### config.mk
export PLATFORM = sky130hd
export DESIGN_NAME = clk_div_param
export DESIGN_NICKNAME = d
export VERILOG_FILES = /design/src/rtl/clk_div_param.sv
export SDC_FILE = /design/constraint.sdc
export NUM_CORES = 1
export LEC_CHECK = 0
export ABC_AREA = 1
export ABC_CLOCK_PERIOD_IN_PS = 2630
export BUFFER_PORTS_ARGS = -buffer_cell sky130_fd_sc_hd__buf_4
export CAP_MARGIN = 20
export CORE_UTILIZATION = 58
export DETAILED_ROUTE_END_ITERATION = 6
export PLACE_DENSITY = 0.78
export SLEW_MARGIN = 30
export SYNTH_ARGS = -nofsm -noshare
export SYNTH_HDL_FRONTEND = slang
export SYNTH_SLANG_ARGS = --single-unit
### constraint.sdc
create_clock -name i_ref_clk -period 2.63 [get_ports i_ref_clk]
set_clock_uncertainty 0.15 [all_clocks]
set_input_delay 0.3945 -clock i_ref_clk [delete_from_list [all_inputs] [get_ports i_ref_clk]]
set_output_delay 0.3945 -clock i_ref_clk [all_outputs]
set_load 0.02 [all_outputs]
### src/rtl/clk_div_param.sv
// Runtime-ratio integer clock divider with glitch-free bypass; changes apply only at period boundaries.
// Optional: define CLK_DIV_ODD_DUTY50_EN to get 50% duty on odd ratios through a falling-edge flop.
module clk_div_param #(
    parameter int RATIO_W = 8
) (
    input  logic               i_ref_clk,
    input  logic               i_rst_n,
    input  logic               i_clk_en,
    input  logic [RATIO_W-1:0] i_div_ratio,
    output logic               o_div_clk,
    output logic               o_div_active,
    output logic               o_ratio_upd
);

    // state  | meaning
    // BYPASS | o_div_clk follows i_ref_clk; waiting for enable with ratio >= 2
    // RUN    | o_div_clk driven by div_q; inputs sampled only at period boundary
    typedef enum logic {
        BYPASS = 1'b0,
        RUN    = 1'b1
    } state_t;

    state_t             state_q, state_d;
    logic [RATIO_W-1:0] ratio_q, ratio_d;
    logic [RATIO_W-1:0] cnt_q, cnt_d;
    logic [RATIO_W-1:0] cnt_inc, half, last;
    logic               div_q, div_d;
    logic               upd_q, upd_d;
    logic               req;
    logic               sel;
    logic               div_out;

    assign req     = i_clk_en && (i_div_ratio >= RATIO_W'(2));
    assign half    = ratio_q >> 1;
    assign last    = ratio_q - RATIO_W'(1);
    assign cnt_inc = cnt_q + RATIO_W'(1);
    assign sel     = (state_q == RUN);

    always_ff @(posedge i_ref_clk or negedge i_rst_n) begin
        if (!i_rst_n) begin
            state_q <= BYPASS;
            ratio_q <= '0;
            cnt_q   <= '0;
            div_q   <= 1'b0;
            upd_q   <= 1'b0;
        end else begin
            state_q <= state_d;
            ratio_q <= ratio_d;
            cnt_q   <= cnt_d;
            div_q   <= div_d;
            upd_q   <= upd_d;
        end
    end

    always_comb begin
        state_d = state_q;
        ratio_d = ratio_q;
        cnt_d   = cnt_q;
        div_d   = div_q;
        upd_d   = 1'b0;
        case (state_q)
            BYPASS: begin
                // Entry edge lands with i_ref_clk high and div_q going high: no glitch at the mux.
                if (req) begin
                    state_d = RUN;
                    ratio_d = i_div_ratio;
                    cnt_d   = '0;
                    div_d   = 1'b1;
                    upd_d   = 1'b1;
                end
            end
            RUN: begin
                if (cnt_q != last) begin
                    cnt_d = cnt_inc;
                    div_d = (cnt_inc < half);
                end else if (req) begin
                    cnt_d   = '0;
                    div_d   = 1'b1;
                    ratio_d = i_div_ratio;
                    upd_d   = (i_div_ratio != ratio_q);
                end else begin
                    state_d = BYPASS;
                    div_d   = 1'b0;
                    cnt_d   = '0;
                end
            end
            default: begin
                state_d = BYPASS;
            end
        endcase
    end

`ifdef CLK_DIV_ODD_DUTY50_EN
    logic div_n;

    // Half-cycle stretch of the high phase for odd ratios.
    always_ff @(negedge i_ref_clk or negedge i_rst_n) begin
        if (!i_rst_n) begin
            div_n <= 1'b0;
        end else begin
            div_n <= div_q;
        end
    end

    assign div_out = ratio_q[0] ? (div_q | div_n) : div_q;
`else
    assign div_out = div_q;
`endif

    assign o_div_clk    = sel ? div_out : i_ref_clk;
    assign o_div_active = sel;
    assign o_ratio_upd  = upd_q;

endmodule

# ---- Word level (Yosys, flattened, before mapping)
# Index checks and enable logic that the tools add are counted.
dict set report word_totals {
  reg_bits 19
  input_bits 11
  out_inout_bits 3
  word_cells 31
}
dict set report classes {
  addsub 2
  magnitude_cmp 2
  eq_ne 4
  muxes 16
  bitwise 1
  n_reduce_logical 1
}
# operator count
set op_table {}
lappend op_table {{8-bit 2-to-1 mux} 4}
lappend op_table {{8-bit one-hot mux with 2 select lines} 2}
lappend op_table {{8-bit inequality test} 2}
lappend op_table {{8-bit by 1-bit adder with 8-bit output (second input constant)} 1}
lappend op_table {{8-bit by 2-bit >= comparator with 1-bit output (second input constant)} 1}
lappend op_table {{8-bit by 7-bit less-than comparator with 1-bit output} 1}
lappend op_table {{8-bit by 1-bit subtractor with 8-bit output (second input constant)} 1}
lappend op_table {{1-bit 2-to-1 mux} 7}
lappend op_table {{1-bit one-hot mux with 2 select lines} 3}
lappend op_table {{2-bit inequality test (second input constant)} 2}
lappend op_table {{1-bit logical AND} 1}
lappend op_table {{1-bit NOT} 1}

# ---- Longest topological paths before layout
# Gate-level depths: netlist of the first run.
dict set report depth {
  depth_word 5
  depth_mapped 13
  ltp_nobuf 13
}

==> out/summary.txt, run 1 <==
global route overflow: 0
RSZ-0062 raised after global routing: false
post-synthesis async set-or-reset flop share: 100%
Final Max Tran Viols: 0
Synth Warn #: 0
setup violators final: 0
antenna-violating nets left: 0
WP data required: 2090 ps
vias in the first global route: 1315
routed length per instance: 13.0 um
CTS tree: done
crit-path max cell delay: 150 ps
Yosys top cell area share: 33.4%
worst path cell trace: clkbuf_4, clkbuf_4, nand2_1, nand2_1, buf_4
Placeable Area: 2250 um^2
status: finished, final reports clean
leading cell types by count after synthesis: nand2_1 (60), nand3_1 (28), inv_1 (21)
Clock power frac: 12.3%
initial antenna violation count: 0
flops & latches, synth: 19
first-pass GRT wire length: 5.69 mm
Post-Syn Nets: 222
Leak: 0.000875 uW
clock slew seen by the registers of the worst setup and hold paths: 100 ps
post-layout util: 70.6%
Register Area: 475 um^2
Flop pwr share: 30.3%
NumNets Final: 241
power density over the cells: 1260 nW/um^2
diodes inserted: 0
# IOs: 14
HP Class: primary input to flip-flop
Pint: 1010 uW
pin count of the biggest net entering global routing: 20
vias: 1384
Placer Congestion: 0.940
Primary FF master, synth: dfrtp_1
Filler cells: 195
max cap viols: 0
largest cells by area after synthesis: dfrtp_1 (33%), nand2_1 (16%), nand3_1 (9.8%), ha_1 (7.0%), xor2_1 (6.8%)
Worst Tran Pin Value: 394 ps
Post-route DRC: 0
Die ar.: 2660 um^2
area grow syn2layout: 11.8%
top-count cell post-synth: nand2_1
Final HPWL DP: 2.56 mm
Initial Util: 63.2%
CP Launch Type: clock port
layout cells sized above 1: 14.5%
vias per cell: 5.56
Slew HR: 73.7%
setup_tns: 0 ps
final wirelength: 3.24 mm
Switching Fraction: 49.7%
number of DRC markers in iteration 0: 36
TritonRoute pass-1 iters: 4
die height: 51.5 um
combinational power share: 57.5%
CP max stage cell: buf_4
syn avg cell area: 7.01 um^2
critical path arrival: 1790 ps
Post-synth EDFFs: 0
Synth area leader: dfrtp_1
Final Hold Fails: 0
Worst Path Max Fanout: 2
register area share after synthesis: 33.4%
Worst-Skew Late Latency: 400 ps
Post-Syn Instances: 203
Placement Rows: 17
Yosys cell types: 24
GRT Util Overall: 29.6%
I/O Buffers: 13
Die W: 51.5 um
Setup CP Type: clock port to primary output
Switch Pwr: 996 uW
peak supply drop: 0.717 mV
Multi-input gate area: 831 um^2
Crit. End Element: primary output
Syn Std Cell Area: 1420 um^2
[power by group through the flow]
stage	Clock, uW	Sequential (uW)	Combinational, uW
after floorplan	16.7	561	906
after global placement	29.8	603	1100
after detailed placement	29.8	608	1140
after CTS	252	602	1150
after global routing	272	633	1320
final	246	607	1150
[stage by stage]
step	total power, uW	hold slack (ps)	instance area (um^2)	setup WS (ps)	cells
2_1_floorplan	1480	-51.1	1420	601	203
3_3_place_gp	1740	132	1530	409	241
3_5_place_dp	1780	135	1530	402	241
4_1_cts	2000	75.1	1590	282	249
5_1_grt	2220	83.4	1590	146	249
6_report	2010	84.4	1590	293	249
[sequential cells by signal, summed over array words and instances, names as in the netlist]
register / count
cnt_q: 8
ratio_q: 8
div_out: 1
o_div_active: 1
o_ratio_upd: 1
[cells in the final DEF, fill, tap and decap left out]
cell            n
nand3_1        28
o22ai_1         2
nand3_2         1
a21o_1          2
dlygate4sd3_1   1
nand2_2         4
a21oi_1         4
nand4_1         2
buf_4          13
xnor2_1         3
clkbuf_4        6
nor2_2          3
inv_1          21
nand2_1        60
nor4_1          1
nor3_1          1
clkbuf_1        1
dfrtp_1        19
ha_1            8
o21a_1          1
nand2_4         1
nor2_1         17
inv_2           4
xor2_1         11
o21ai_0         7
[worst paths after layout]
check                      depth (start not counted)    endpoint  slack (ps)      startpoint
setup / recovery                                   5   o_div_clk         290       i_ref_clk
min in group asynchronous                          2  ratio_q[5]         230         i_rst_n
hold reg to reg                                    2     div_out         380         div_out
max in group asynchronous                          2  ratio_q[4]        1900         i_rst_n
hold / removal                                     3  ratio_q[0]          80  i_div_ratio[0]
setup reg to reg                                  12     div_out         360        cnt_q[0]
[what timing repair did]
action	in CTS	in global routing
setup endpoints to repair	0	0
gates resized for setup	0	0
hold buffers	1	0
endpoints found under the hold margin	19	0
setup buffers	0	0
[cell type report]
type | count | area share (%)
sequential | 19 | 29.9
timing repair buffer | 13 | 6.29
tap | 28 | 2.20
inverter | 25 | 5.90
clock buffer | 8 | 3.54
multi-input combinational | 156 | 52.2
[logic make-up (layout without fill, tap and decap cells)]
logic type      count (synthesis)  after routing  share of synthesized area [%]
fa+ha+maj                       8              8                           7.03
simple gates                  118            118                           36.4
xor+xnor                       14             14                           8.61
buf+inv                        28             46                           8.26
compound gates                 16             16                           6.33
flops                          19             19                           33.4
[worst max-delay path: cells and delay by family]
kind | cells | cell delay [ps]
and+or+nand+nor | 2 | 90
buffers and inverters | 3 | 380
[metal layers]
layer / vias up / global-route usage, % / share of wire (%)
met5: - / 0 / 0
met4: 0 / 13.1 / 1.1
met3: 6 / 4.97 / 3.2
met2: 41 / 51.9 / 51
met1: 652 / 35.4 / 45
li1: 685 / - / -
Power figures use the tool's default switching activity.
==> inputs of run 2 (changes only) <==
Settings changed: CTS_CLUSTER_SIZE set to 14, GPL_TIMING_DRIVEN set to 0, REMOVE_ABC_BUFFERS set to 1.
==> run 2 against run 1 <==
Sequential share of layout area unchanged. Worst setup slack worse by 60 ps. Sequential power up 0.7%. Global-route usage down 0.90 points. Critical path depth up 8. Power up 0.38%. Routed wire length up 5.7%. Combinational power about the same. Largest cell class unchanged. Highest routed layer unchanged.
==> out/summary.txt, run 2 (synthesis results as in run 1) <==
Placeable Area: 2250 um^2 (unchanged)
vias: 1406 (+1.6%)
CTS tree: done
Worst Tran Pin Value: 425 ps (+30.1 ps)
CP Launch Type: flip-flop
NumNets Final: 241 (unchanged)
I/O Buffers: 13 (unchanged)
final wirelength: 3.42 mm (+5.7%)
Slew HR: 71.6% (-2.1 points)
Die W: 51.5 um (unchanged)
design area: 1590 um^2 (unchanged)
GRT Util Overall: 28.7% (-0.90 points)
Filler cells: 192 (-1.5%)
area grow syn2layout: 11.8% (unchanged)
die height: 51.5 um (unchanged)
most common cell after layout, fill and taps aside: nand2_1
setup violators final: 0 (unchanged)
Crit. End Element: flip-flop
routed length per instance: 13.8 um (+5.7%)
fmax: 417 MHz
DP Worst Slack: 295 ps (-107 ps)
first-pass GRT wire length: 5.51 mm (-3.0%)
Final Max Tran Viols: 0 (unchanged)
critical path arrival: 2560 ps (+770 ps)
post-CTS setup buffer count: 0 (unchanged)
min cycle time layout: 2400 ps
antenna-violating nets left: 0 (unchanged)
final setup margin: 232 ps (-60.2 ps)
initial antenna violation count: 0 (unchanged)
number of DRC markers in iteration 0: 51 (+42%)
Placement Rows: 17 (unchanged)
pin count of the biggest net entering global routing: 20 (unchanged)
peak supply drop: 0.733 mV (+2.2%)
vias in the first global route: 1277 (-2.9%)
post-cts resize count: 0 (unchanged)
Die ar.: 2660 um^2 (unchanged)
Post-route DRC: 0 (unchanged)
Regs by FF count: cnt_q (8), ratio_q (8)
global route overflow: 0 (unchanged)
RSZ-0062 raised after global routing: false
TritonRoute pass-1 iters: 5 (+1)
Final Hold Fails: 0 (unchanged)
# IOs: 14 (unchanged)
Power Total: 2010 uW (+0.38%)
layout cells sized above 1: 14.5% (unchanged)
vias per cell: 5.65 (+1.6%)
diodes inserted: 0 (unchanged)
Worst-Skew Late Latency: 420 ps (+20 ps)
Initial Util: 63.2% (unchanged)
hold slack: 66.6 ps (-17.8 ps)
Final Cycle Share: 91.2%
Setup CP Type: flip-flop to flip-flop
max cap viols: 0 (unchanged)
clock slew seen by the registers of the worst setup and hold paths: 110 ps (about the same)
HP Class: primary input to flip-flop
Placer Congestion: 0.899 (-4.4%)
placed cell area: 1530 um^2 (unchanged)
power density over the cells: 1260 nW/um^2 (+0.38%)
setup_tns: 0 ps (unchanged)
Leak: 0.000875 uW (unchanged)
WP data required: 2800 ps (+710 ps)
Register Area: 475 um^2 (unchanged)
status: finished, final reports clean
commonest non-fill, non-tap cells in the layout: nand2_1 (60), nand3_1 (28), inv_1 (21)
Multi-input gate area: 831 um^2 (unchanged)
Final HPWL DP: 2.55 mm (-0.32%)
Worst Path Max Fanout: 14 (+12)
## run 2: worst paths after layout
check	startpoint	to	slack (ps)	cells after the start
max in group asynchronous	i_rst_n	cnt_q[2]	1850	2
hold reg to reg	div_out	div_out	380	2
setup reg to reg	ratio_q[0]	ratio_q[6]	230	13
min in group asynchronous	i_rst_n	ratio_q[4]	270	2
setup / recovery	ratio_q[0]	ratio_q[6]	230	13
hold / removal	i_div_ratio[0]	ratio_q[0]	70	3
## run 2: metrics by stage
stage	cells	utilization, %
after floorplan	200	-
after global placement	241	68.0
after detailed placement	241	68.0
after CTS	249	70.6
after global routing	249	70.6
final	249	70.6
## run 2: routing by layer
| layer | vias to the layer above | track usage, % | wire (um) |
|---|---|---|---|
| met5 | - | 0 | 0 |
| met4 | 0 | 14.0 | 43 |
| met3 | 11 | 6.43 | 196 |
| met2 | 51 | 46.5 | 1690 |
| met1 | 656 | 36.0 | 1500 |
| li1 | 688 | - | - |
## run 2: what timing repair did
item | CTS | global route
hold buffers | 1 | 0
endpoints found under the setup margin | 0 | 0
endpoints found under the hold margin | 19 | 0
## run 2: power breakdown
part	switching, uW	leakage [uW]	internal, uW	total, uW
clock network	130	0.0000369	123	253
registers	191	0.000232	420	611
logic	683	0.000606	467	1150
## run 2: cell type report
type                            instances  area share [%]
Clock buffer                            8            3.54
Inverter                               25            5.90
Sequential cell                        19            29.9
Tap cell                               28            2.20
Timing Repair Buffer                   13            6.29
Multi-Input combinational cell        156            52.2
## run 2: critical path: stages (launching register included)
cell     delay (ps)
dfrtp_1         440
inv_1           150
ha_1            250
inv_1            70
nand2_1         100
nand2_1          80
nand2_1          60
nand3_1          90
nor2_1          170
nand3_2         190
nand2_4         220
nand2_2         170
nand2_1         110
nand2_1          50
